File: src/rtl/lim_dec_timer_if.sv
// Bus bundle for lim_dec_timer: control and preset inputs, and the registered count and status outputs.
interface lim_dec_timer_if #(
  parameter int N = 4
) ();
  logic         load;
  logic [N-1:0] load_units;
  logic [N-1:0] load_tens;
  logic         start;
  logic         tick;
  logic [N-1:0] units;
  logic [N-1:0] tens;
  logic         busy;
  logic         done;

  modport master (
    output load, load_units, load_tens, start, tick,
    input  units, tens, busy, done
  );

  modport slave (
    input  load, load_units, load_tens, start, tick,
    output units, tens, busy, done
  );
endinterface

File: src/rtl/lim_dec_timer.sv
// Two-digit countdown timer. Each digit counts down modulo its own limit, with a borrow from units into tens.
// Loads and starts are accepted in IDLE, ticks in RUN, and expiry gives a one-cycle done pulse.
module lim_dec_timer #(
  parameter int N  = 4,
  parameter int L0 = 10,
  parameter int L1 = 6
) (
  input  logic           clk,
  input  logic           reset,
  lim_dec_timer_if.slave bus
);

  localparam logic [N-1:0] C_U_MAX = N'(L0 - 1);
  localparam logic [N-1:0] C_T_MAX = N'(L1 - 1);

  typedef enum logic [1:0] {
    S_IDLE = 2'd0,
    S_RUN  = 2'd1,
    S_DONE = 2'd2
  } state_t;

  state_t       r_state;
  logic [N-1:0] r_units;
  logic [N-1:0] r_tens;
  logic         r_busy;
  logic         r_done;

  logic [N-1:0] w_units_clamp;
  logic [N-1:0] w_tens_clamp;
  logic         w_count_zero;
  logic         w_last_tick;

  // A preset above a digit's limit is saturated to the largest legal digit.
  assign w_units_clamp = (bus.load_units > C_U_MAX) ? C_U_MAX : bus.load_units;
  assign w_tens_clamp  = (bus.load_tens  > C_T_MAX) ? C_T_MAX : bus.load_tens;
  assign w_count_zero  = (r_units == '0) && (r_tens == '0);
  assign w_last_tick   = (r_units == N'(1)) && (r_tens == '0);

  // NOTE: every register here is assigned with <= so that all of them sample the pre-edge values;
  // a blocking assignment would let the later comparisons see the updated digits within the same edge.
  always_ff @(posedge clk) begin
    if (reset) begin
      r_state <= S_IDLE;
      r_units <= '0;
      r_tens  <= '0;
      r_busy  <= 1'b0;
      r_done  <= 1'b0;
    end else begin
      r_done <= 1'b0;
      case (r_state)
        S_IDLE: begin
          if (bus.load) begin
            r_units <= w_units_clamp;
            r_tens  <= w_tens_clamp;
          end else if (bus.start) begin
            if (w_count_zero) begin
              r_state <= S_DONE;
              r_done  <= 1'b1;
            end else begin
              r_state <= S_RUN;
              r_busy  <= 1'b1;
            end
          end
        end
        S_RUN: begin
          if (bus.tick) begin
            if (r_units != '0) begin
              r_units <= r_units - 1'b1;
            end else begin
              r_units <= C_U_MAX;
              r_tens  <= r_tens - 1'b1;
            end
            if (w_last_tick) begin
              r_state <= S_DONE;
              r_busy  <= 1'b0;
              r_done  <= 1'b1;
            end
          end
        end
        S_DONE: begin
          r_state <= S_IDLE;
        end
        default: begin
          r_state <= S_IDLE;
          r_busy  <= 1'b0;
        end
      endcase
    end
  end

  assign bus.units = r_units;
  assign bus.tens  = r_tens;
  assign bus.busy  = r_busy;
  assign bus.done  = r_done;

endmodule

File: src/flat_wrapper.sv
// flat-port wrapper written by rule: the top's interface ports become plain ports
module lim_dec_timer_flat 
#(
  parameter int N  = 4,
  parameter int L0 = 10,
  parameter int L1 = 6
)
  (clk, reset, bus_load, bus_load_units, bus_load_tens, bus_start, bus_tick, bus_units, bus_tens, bus_busy, bus_done);
  lim_dec_timer_if #(.N(N)) bus_i ();
  input  logic clk;
  input  logic reset;
  input wire logic [$bits(bus_i.load)-1:0] bus_load;
  input wire logic [$bits(bus_i.load_units)-1:0] bus_load_units;
  input wire logic [$bits(bus_i.load_tens)-1:0] bus_load_tens;
  input wire logic [$bits(bus_i.start)-1:0] bus_start;
  input wire logic [$bits(bus_i.tick)-1:0] bus_tick;
  output wire logic [$bits(bus_i.units)-1:0] bus_units;
  output wire logic [$bits(bus_i.tens)-1:0] bus_tens;
  output wire logic [$bits(bus_i.busy)-1:0] bus_busy;
  output wire logic [$bits(bus_i.done)-1:0] bus_done;
  assign bus_i.load = bus_load;
  assign bus_i.load_units = bus_load_units;
  assign bus_i.load_tens = bus_load_tens;
  assign bus_i.start = bus_start;
  assign bus_i.tick = bus_tick;
  assign bus_units = bus_i.units;
  assign bus_tens = bus_i.tens;
  assign bus_busy = bus_i.busy;
  assign bus_done = bus_i.done;
  lim_dec_timer #(.N(N), .L0(L0), .L1(L1)) u_core (.clk(clk), .reset(reset), .bus(bus_i));
endmodule
File: config.mk
export PLATFORM = sky130hd
export DESIGN_NAME = lim_dec_timer_flat
export DESIGN_NICKNAME = d
export VERILOG_FILES = /design/src/rtl/lim_dec_timer_if.sv /design/src/rtl/lim_dec_timer.sv /design/src/flat_wrapper.sv
export SDC_FILE = /design/constraint.sdc
export NUM_CORES = 1
export LEC_CHECK = 0
export CORE_MARGIN = 3
export CORE_UTILIZATION = 44
export DETAILED_ROUTE_END_ITERATION = 10
export GPL_ROUTABILITY_DRIVEN = 0
export PLACE_DENSITY = 0.8
export SYNTH_ARGS = -nofsm -noshare
export SYNTH_HDL_FRONTEND = slang
export SYNTH_SLANG_ARGS = --single-unit
File: constraint.sdc
create_clock -name clk -period 2.3 [get_ports clk]
set_input_delay 0.69 -clock clk [delete_from_list [all_inputs] [get_ports clk]]
set_output_delay 0.69 -clock clk [all_outputs]
set_load 0.1 [all_outputs]
==> out/qor.csv <==
metric,value,unit
status,completed,
cts_resized,0,
rows,13,
tns,0,ps
grt_pass1_wl,2840,um
dr_wl_met2,845,um
routed_wl,1780,um
final-setup-viol-count,0,
htree_levels,1,
crit_arrival,2180,ps
ys_seq_elements,12,
vdd_drop_max,0.435,mV
whs,451,ps
syn2layout_area_growth,37.7,%
cp.required,2520,ps
fin_crit,1960,ps
via_count,764,
cts_root_buf,clkbuf_4,
cts-buffers-inserted,3,
synth_warnings,0,
hpwlAfterDp,1280,um
drv_slew,0,
antenna_found_initial,0,
fmax,510,MHz
cts_tree,yes,
drc,0,
synth_commonest_cells,"dfxtp_1, a21oi_1, nor2_1, o21ai_0",
crit_type,in2reg,
synth_edf_count,0,
tightest_slew,600,ps
wl_met1,777,um
pin_count,23,
power_density,756,mW/mm^2
drive_above_1_share,0.150,
period_share,0.852,
synth_area,717,um^2
clk_path_buf_depth,2,
diodes,0,
final_util,0.698,
seq_area_frac_synth,0.335,
die_area,0.00215,mm^2
syn-num-nets,106,
grt_max_degree,12,
netlist_top_cells_area,"dfxtp_1, a21oi_1, o21ai_0, nor2_1, nor3b_1",
leakagePower,0.393,nW
yosys.area.top_type,dfxtp_1,
first_pass_iters,4,
hold_class,reg2reg,
synth.avg_cell_area,7.88,um^2
worstSetupEndpointType,flip-flop,
finalHoldViolations,0,
async_reset_ff_frac,0,
rsz0062_at_grt,no,
synthFlopType,dfxtp_1,
die-width,46.4,um
netlist.area_leader.share,0.335,
die_y,46.4,um
synthCells,91,
post-cts-setup-buffers,0,
critPathMaxFanout,6,
start_util,0.507,
cts-hold-fix-buffers,0,
grt_pass1_vias,656,
clkLatencyLatePin,280,ps
core_area,0.00142,mm^2
vias_per_cell,5.97,
port_buffers,22,
cp-start-kind,primary input,
drtAntennaViolNets,0,
finalNetCount,130,
grt_overflow,0,
ys_types,34,
clock-sinks,12,
wl_met3,127,um
initialDrtViolationCount,18,
maxCapViolations,0,
grtUsageTotal,0.193,
dr.max_layer_used,met4,
yosysMostFrequentCell,dfxtp_1,
fin_skew,5.05,ps
max-slew-margin-rel,0.600,
wl_per_cell,13.9,um
cts.clk_slew.worst_paths,80,ps
-- routing by layer --
| metal | GRT usage | up-vias |
|---|---|---|
| met5 | 0 | - |
| met1 | 0.216 | 356 |
| met4 | 0.114 | 0 |
| li1 | - | 381 |
| met2 | 0.299 | 22 |
| met3 | 0.0859 | 5 |
-- final timing paths --
kind                                          start            endpoint  slack, ps  depth (start not counted)
worst max-delay path                       bus_tick  u_core.bus.tens[3]        340                          5
worst min register to register      u_core.bus.busy     u_core.bus.busy        450                          2
worst min-delay path                u_core.bus.busy     u_core.bus.busy        450                          2
worst max register to register  u_core.bus.units[1]  u_core.bus.tens[3]        400                          4
-- kinds of logic after synthesis --
| group | after synthesis | share of synthesized area |
|---|---|---|
| and+or+nand+nor | 37 | 0.305 |
| muxes | 1 | 0.0140 |
| adders and majority gates | 2 | 0.0349 |
| buffers and inverters | 10 | 0.0524 |
| DFF | 12 | 0.335 |
| AOI/OAI and AO/OA | 29 | 0.258 |
-- flip-flops by register name, summed over array words and instances, names as in the netlist --
signal	cells
u_core.bus.busy	1
u_core.bus.done	1
u_core.bus.tens	4
u_core.bus.units	4
u_core.r_state	2
-- per-stage QoR --
| step | setup WS (ps) | instances | cell area, um^2 | power (mW) |
|---|---|---|---|---|
| finish | 341 | 128 | 987 | 0.746 |
| global route | 316 | 128 | 987 | 0.798 |
| CTS | 368 | 128 | 987 | 0.750 |
| detailed placement | 85.4 | 125 | 965 | 0.616 |
| global placement | 99.6 | 125 | 965 | 0.614 |
| floorplan | 75.1 | 91 | 717 | 0.517 |
-- report_power, final --
| group | total, mW | internal (mW) | switching, mW |
|---|---|---|---|
| clock network | 0.133 | 0.0608 | 0.0718 |
| logic | 0.349 | 0.117 | 0.232 |
| registers | 0.265 | 0.231 | 0.0342 |
-- worst max-delay path: stages --
cell and delay, ps:
clkdlybuf4s50_1 500, mux2i_1 120, a211o_1 370, or3_1 360
a21boi_1 130
-- cell usage in the layout, fill, tap and decap left out, types with 2 or more instances in the layout --
cell	instances
nor3_1	4
a21oi_1	8
o21ai_0	8
buf_12	3
nor3b_1	4
nor2_1	8
inv_1	5
dfxtp_1	12
clkbuf_4	3
nand2b_1	3
nand3b_1	2
buf_4	9
nand2_1	4
or3_1	2
a311oi_1	2
a211oi_1	3
ha_1	2
clkdlybuf4s50_1	12
-- cell type report --
class / count / area (um^2)
clock buffer: 3 / 22.5
inverter: 5 / 18.8
tap: 15 / 18.8
timing repair buffer: 24 / 248
sequential: 12 / 240
fill: 122 / 428
multi-input combinational: 69 / 439
No activity file was read; power rests on OpenSTA's default activity.
